==> config.mk <==
export PLATFORM = sky130hd
export DESIGN_NAME = sram_port_arbiter
export DESIGN_NICKNAME = d
export VERILOG_FILES = /design/src/rtl/sram_port_arbiter.sv
export SDC_FILE = /design/constraint.sdc
export NUM_CORES = 1
export LEC_CHECK = 0
export BUFFER_PORTS_ARGS = -buffer_cell sky130_fd_sc_hd__buf_2
export CORE_ASPECT_RATIO = 1.25
export CORE_MARGIN = 2
export CORE_UTILIZATION = 35
export CTS_CLUSTER_SIZE = 16
export DETAILED_ROUTE_END_ITERATION = 16
export GPL_ROUTABILITY_DRIVEN = 0
export PLACE_DENSITY = 0.73
export RECOVER_POWER = 50
export SYNTH_ARGS = -nofsm -noshare
export SYNTH_HDL_FRONTEND = slang
export SYNTH_SLANG_ARGS = --single-unit
==> constraint.sdc <==
create_clock -name clk -period 4.35 [get_ports clk]
set_input_delay 0.87 -clock clk [delete_from_list [all_inputs] [get_ports clk]]
set_output_delay 0.87 -clock clk [all_outputs]
set_load 0.05 [all_outputs]
==> src/rtl/sram_port_arbiter.sv <==
// sram_port_arbiter
//   Shares one single-port synchronous SRAM (1-cycle read latency) between
//   NUM_REQ requesters using registered round-robin arbitration with
//   bounded bursts. Every release is followed by one idle cycle.
//
//   state  | meaning
//   -------+-------------------------------------------------------------
//   S_IDLE | no owner; picks next requester upward from rr_ptr
//   S_GRANT| owner holds gnt; one access per cycle while req[owner] high
//
// Ports:
//   clk, rst            clock, asynchronous active-high reset
//   req/req_we          per-requester request level and write enable
//   req_addr/req_din    flattened per-requester address / write data
//   gnt                 registered one-hot grant
//   rvalid/rdata        one-hot read-return strobe and read data
//   mem_cs/we/addr/din  SRAM control, muxed from the registered owner
//   mem_dout            SRAM read data (valid one cycle after a read)
module sram_port_arbiter #(
  parameter int NUM_REQ    = 3,
  parameter int ADDR_WIDTH = 4,
  parameter int DATA_WIDTH = 8,
  parameter int MAX_BURST  = 8
) (
  input  logic                          clk,
  input  logic                          rst,
  input  logic [NUM_REQ-1:0]            req,
  input  logic [NUM_REQ-1:0]            req_we,
  input  logic [NUM_REQ*ADDR_WIDTH-1:0] req_addr,
  input  logic [NUM_REQ*DATA_WIDTH-1:0] req_din,
  output logic [NUM_REQ-1:0]            gnt,
  output logic [NUM_REQ-1:0]            rvalid,
  output logic [DATA_WIDTH-1:0]         rdata,
  output logic                          mem_cs,
  output logic                          mem_we,
  output logic [ADDR_WIDTH-1:0]         mem_addr,
  output logic [DATA_WIDTH-1:0]         mem_din,
  input  logic [DATA_WIDTH-1:0]         mem_dout
);

  localparam int OW = (NUM_REQ > 1) ? $clog2(NUM_REQ) : 1;
  localparam int BW = $clog2(MAX_BURST + 1);

  typedef enum logic {S_IDLE, S_GRANT} state_t;

  state_t          state;
  logic [OW-1:0]   owner;
  logic [OW-1:0]   rr_ptr;
  logic [OW-1:0]   winner;
  logic [OW-1:0]   next_ptr;
  logic [BW-1:0]   burst_cnt;
  logic            grant_any;
  logic            last_beat;

  // First requester at or above rr_ptr, wrapping modulo NUM_REQ.
  function automatic logic [OW-1:0] rr_pick(input logic [NUM_REQ-1:0] r,
                                            input logic [OW-1:0]      p);
    logic [OW-1:0] w;
    logic          found;
    int            idx;
    w     = '0;
    found = 1'b0;
    for (int i = 0; i < NUM_REQ; i++) begin
      idx = (int'(p) + i) % NUM_REQ;
      if (!found && r[idx]) begin
        w     = OW'(idx);
        found = 1'b1;
      end
    end
    return w;
  endfunction

  always_comb begin
    winner    = rr_pick(req, rr_ptr);
    next_ptr  = (owner == OW'(NUM_REQ - 1)) ? '0 : owner + OW'(1);
    grant_any = |gnt;
    // The access performed this cycle is the MAX_BURST-th of the ownership.
    last_beat = (burst_cnt == BW'(MAX_BURST - 1));
  end

  // Memory mux driven only from the registered owner; with no grant every
  // memory-side signal is held at zero so non-owners never leak through.
  always_comb begin
    mem_cs   = gnt[owner] & req[owner];
    mem_we   = mem_cs & req_we[owner];
    mem_addr = grant_any ? req_addr[owner*ADDR_WIDTH +: ADDR_WIDTH] : '0;
    mem_din  = grant_any ? req_din[owner*DATA_WIDTH +: DATA_WIDTH]  : '0;
  end

  assign rdata = mem_dout;

  always_ff @(posedge clk or posedge rst) begin
    if (rst) begin
      state     <= S_IDLE;
      gnt       <= '0;
      rvalid    <= '0;
      rr_ptr    <= '0;
      burst_cnt <= '0;
      owner     <= '0;
    end else begin
      // Read return is tagged with the owner of the access cycle, so it
      // still fires when the grant is released on the same edge.
      rvalid <= (mem_cs && !mem_we) ? ({{(NUM_REQ-1){1'b0}}, 1'b1} << owner)
                                    : '0;
      case (state)
        S_IDLE: begin
          if (|req) begin
            owner     <= winner;
            gnt       <= {{(NUM_REQ-1){1'b0}}, 1'b1} << winner;
            burst_cnt <= '0;
            state     <= S_GRANT;
          end
        end
        S_GRANT: begin
          if (req[owner]) begin
            burst_cnt <= burst_cnt + BW'(1);
          end
          if (!req[owner] || last_beat) begin
            gnt    <= '0;
            rr_ptr <= next_ptr;
            state  <= S_IDLE;
          end
        end
        default: begin
          gnt   <= '0;
          state <= S_IDLE;
        end
      endcase
    end
  end

endmodule

Word-level counts from Yosys, hierarchy flattened
Index checks and enable logic that the tools add are counted. Widths: inputs -> output; s select.

Bits in registers: 15. Output and inout bits: 28. Bits of input ports: 52. Logic and storage cells: 76.

$add $sub $neg: 4. Bitwise gates (word level): 3. Reductions and logical operators: 14. $lt $le $gt $ge: 4. Divide/modulo/power cells: 3. Shift operators: 4. Equality and inequality tests: 5. Multiplexer cells: 33.

Operator list (count): $lt 32x4->1 const B (3); $mod 32x3->32 const B (2); $mod 3x3->32 const B (1); $shiftx 24x6->8 (1); $mux 1 (13); $bmux 1 s2 (6); $mux 4 (3); $shiftx 12x5->4 (1); $mux 3 (3); $mux 2 (4); $mux 8 (1); $pmux 4 s2 (1); $reduce_and 2->1 (4); $pmux 3 s2 (1); $reduce_or 3->1 (2); $shl 1x2->3 const A (2); $add 4x1->4 const B (1); $eq 4x3->1 const B (1); $logic_not 1->1 (4); $ne 2x1->1 const B (2); $add 2x1->3 const B (1); $add 2x2->3 const B (1); $logic_and 1x1->1 (3); $lt 2x3->1 const B (1); other kinds (7) (8).

Depth between registers and ports, before layout
Depth in word-level cells: 14. Depth in mapped cells: 8. Gate-level depth less buffers: 7.

Worst setup path after synthesis
OpenSTA, ideal clock, no wires.

Path type: input-to-output. Start point: input req[1]. End point: output mem_we. Buffers on the path: 0. Required time: 3.480 ns. Data arrival time: 1.947 ns. Stages on the path: 4. Slack: 1.533 ns. Cell sequence: mux2i_1 -> o22ai_2 -> nand2_1 -> nor2_1.

Word-level cells in the longest chain between the ends: 4.

Ends and longest elaborated chain: start: declaration (line 27) `input logic [NUM_REQ-1:0] req,`; $bmux 1 s2 (line 84) `mem_cs = gnt[owner] & req[owner];`; $mux 1 (implied by the code) (line 84); $and 1x1->1 (line 84); $and 1x1->1 (line 85) `mem_we = mem_cs & req_we[owner];`; end: declaration (line 35) `output logic mem_we,`.

No other way between the ends. The select of a mux whose other input is x is not followed.

Worst setup path in the final report
Start point: register owner[0]. End point: output mem_din[6].

Word-level cells in the longest chain between the ends: 2.

Ends and longest elaborated chain: start: declaration (line 47) `logic [OW-1:0] owner;`; start signal: assignment (line 108) `owner <= winner;`; $shiftx 24x6->8 (line 87) `mem_din = grant_any ? req_din[owner*DATA_WIDTH +: DATA_WIDTH] : '0;`; $mux 8 (line 87); end: declaration (line 37) `output logic [DATA_WIDTH-1:0] mem_din,`.

No other way between the ends.

==> flow_summary_export.csv <==
group,metric,value,unit
routing,vias_per_cell,5.104,
synthesis,synth_compound_area_share,16.76,%
synthesis,synth_edf_count,0,
place,pre_cts_ws,1.323,ns
global_routing,grt_antenna_before_repair,0,
setup_path,critPathMaxStageDelay,0.85,ns
power_and_ir_drop,power,1.253,mW
cells_and_area,fin_util,45.59,%
power_and_ir_drop,power.internal,0.5402,mW
synthesis,ys.flop_type,"dfrtp_1",
power_and_ir_drop,ir_worst_vdd,0.0005734,V
sta,fin_ws,1.066,ns
synthesis,synthDistinctLibCells,35,
place,placedInstanceArea,0.001575,mm2
setup_path,crit_type,"register to output pin",
sta,tightest_slew,0.9639,ns
min_path,holdCritPathClass,"register to register",
sta,whs,0.5100,ns
cts,clock_path_buffers,2,
power_and_ir_drop,power_frac_comb,69.2,%
floorplanning,die_width,58.64,um
routing,routed.top_layer,"met4",
floorplanning,die_area,0.004240,mm2
sta,period_minus_slack,3.284,ns
run,maxCapViolCount,0,
cells_and_area,fin_cells,251,
global_routing,grt_pass1_vias,1210,
cts,cts.sink_count,15,
setup_path,cp_cell_sequence,"nor2b_1, a21oi_1, nor2_1, buf_2",
power_and_ir_drop,p_sw,0.7133,mW
cts,cts_buffers,3,
place,dp_cells,247,
setup_path,cpMaxStageDelayCell,"nor2b_1",
cts,cts_hold_buffers,0,
routing,dr_wl_met3,212,um
global_routing,grt_pass1_wl,5188,um
setup_path,critPathArrivalTime,2.41,ns
cells_and_area,final_area,0.001615,mm2
sta,setup_viol_count_final,0,
synthesis,syn_area,0.001306,mm2
cts,cts_max_level,1,
sta,finClkSkew,0.002656,ns
synthesis,synth_mux_area_share,19.06,%
power_and_ir_drop,power_frac_seq,21.8,%
run_status,status,"finished with violations",
setup_path,path_delay_family,"simple AND/OR/NAND/NOR gates",
floorplanning,ios,80,
synthesis,synthAdderAreaFrac,4.789,%
cts,clk_pin_slew,0.06,ns
cells_and_area,nFillCells,372,
synthesis,synthSimpleGateAreaFrac,20.79,%
floorplanning,rows,24,
synthesis,ys_seq_area_share,28.74,%
place,io_buffer_count,63,
routing,firstDrtPassIters,10,
setup_path,critPathCaptureType,"output pin",
sta,post-route-period-util,75.50,%
synthesis,synth_xor_area_share,0,%
global_routing,grt_overflow,0,
cts,worstSkewPairLatency,0.25,ns
setup_path,critPathLaunchType,"register",
synthesis,synth_area_leader_cell,"dfrtp_1",
floorplanning,die_y,72.30,um
synthesis,async_flop_share,100.0,%
routing,initialDrtViolationCount,40,
routing,wl_per_cell,12.14,um
synthesis,synth_area_leaders,"dfrtp_1 (29%), mux2i_1 (15%), nor2_1 (8.9%), buf_4 (5.7%), a21oi_1 (5.4%)",
routing,vias,1281,
cts,cts_setup_buffers,0,
sta,slew_viol_final,0,
routing,routed_wl,3046,um
synthesis,synth_most_common_cell,"nor2_1",
sta,hold_viol_final,0,
global_routing,grt_util_all_layers,15.36,%
cells_and_area,syn_to_final_growth,23.66,%
setup_path,required,3.48,ns
synthesis,ys_seq_elements,15,
cells_and_area,drive_gt1_share,33.49,%
floorplanning,start_util,36.86,%
routing,antenna_left,0,
place,place_hpwl,2389,um
synthesis,synthCells,161,
sta,rsz0062_at_grt,"no",
synthesis,avgSynthCellArea,8.113,um2
sta,timing.max_slew.rel_slack,35.74,%
sta,setup_tns,0,ns
synthesis,yosys_warnings,0,
synthesis,synth_top_family_by_area,"simple AND/OR/NAND/NOR gates",
cts,cts_tree,"built",
setup_path,path_buf_inv,1,
power_and_ir_drop,p_leak,0.8462,nW
cts,cts-root-buf,"clkbuf_8",
synthesis,synthesis.nets,218,
power_and_ir_drop,clkPwrFrac,9.0,%
power_and_ir_drop,p_per_area,776.0,mW/mm2
setup_path,path_max_fanout,23,
power_and_ir_drop,p_sw_share,56.91,%
routing,dr_wl_met2,1456,um
cts,cts.repair.resized,0,
run_status,violations,"design-rule violations",
synthesis,synth_top_area_share,28.74,%
cells_and_area,layout.nets,270,
floorplanning,core,0.003543,mm2
global_routing,grt_max_degree,24,
routing,drc,1,
routing,wl_met1,1323,um
cells_and_area,antenna_cells,0,
sta,fmax,304.5,MHz
synthesis,synth_commonest_cells,"nor2_1 (31), mux2i_1 (20), dfrtp_1 (15)",
==> flip-flops by register name, indices dropped and copies added, names as in the netlist <==
signal and count:
burst_cnt 4, gnt 3, rvalid 3, owner 2
rr_ptr 2, state 1
==> layer usage <==
metal	global-route usage [%]	vias to the layer above
li1	-	655
met1	19.37	569
met2	25.97	48
met3	3.030	9
met4	5.303	0
met5	0	-
==> final timing paths <==
check	startpoint	end	slack (ns)	cells after the start
hold / removal	burst_cnt[3]	burst_cnt[3]	0.51	1
min in group asynchronous	rst	rvalid[1]	0.66	2
setup / recovery	owner[0]	mem_din[6]	1.07	4
hold reg to reg	burst_cnt[3]	burst_cnt[3]	0.51	1
max in group asynchronous	rst	gnt[0]	3.33	2
setup reg to reg	owner[0]	burst_cnt[3]	2.07	5
==> final cells by class <==
type / count / area, um2 / share of cell area (%)
clock buffers: 3 / 41.29 / 2.556
clock inverters: 1 / 5.005 / 0.3098
inverters: 7 / 26.28 / 1.627
multi-input cells: 122 / 802.0 / 49.65
flip-flops and latches: 15 / 375.4 / 23.24
well taps: 39 / 48.80 / 3.021
repair buffers: 64 / 316.6 / 19.60
==> kinds of logic after synthesis <==
kind of cell | after synthesis
AOI/OAI and AO/OA | 33
adders and majority gates | 5
buffers and inverters | 24
DFF | 15
muxes | 24
and+or+nand+nor | 60
==> placed cells by master (no fill, tap or decap), types with 3 or more instances in the layout <==
| master | synthesis | final |
|---|---|---|
| clkbuf_8 | 0 | 3 |
| dfrtp_1 | 15 | 15 |
| buf_2 | 1 | 58 |
| nand2_1 | 8 | 8 |
| mux2i_1 | 20 | 20 |
| o21ai_0 | 3 | 3 |
| clkbuf_1 | 5 | 5 |
| a21oi_1 | 14 | 14 |
| nand3_1 | 6 | 6 |
| inv_1 | 7 | 7 |
| nor3b_1 | 3 | 3 |
| mux2_2 | 3 | 3 |
| nor2b_1 | 4 | 4 |
| nor3_1 | 3 | 3 |
| ha_1 | 5 | 5 |
| nor2_1 | 31 | 31 |
==> power groups by stage <==
| stage | sequential (mW) | combinational [mW] | clock [mW] |
|---|---|---|---|
| floorplan | 0.269 | 0.717 | 0 |
| global placement | 0.271 | 0.860 | 0 |
| detailed placement | 0.275 | 0.867 | 0 |
| CTS | 0.273 | 0.873 | 0.115 |
| global route | 0.286 | 0.941 | 0.123 |
| finish | 0.273 | 0.867 | 0.113 |
Note: power is estimated with default switching activity, not from simulation.
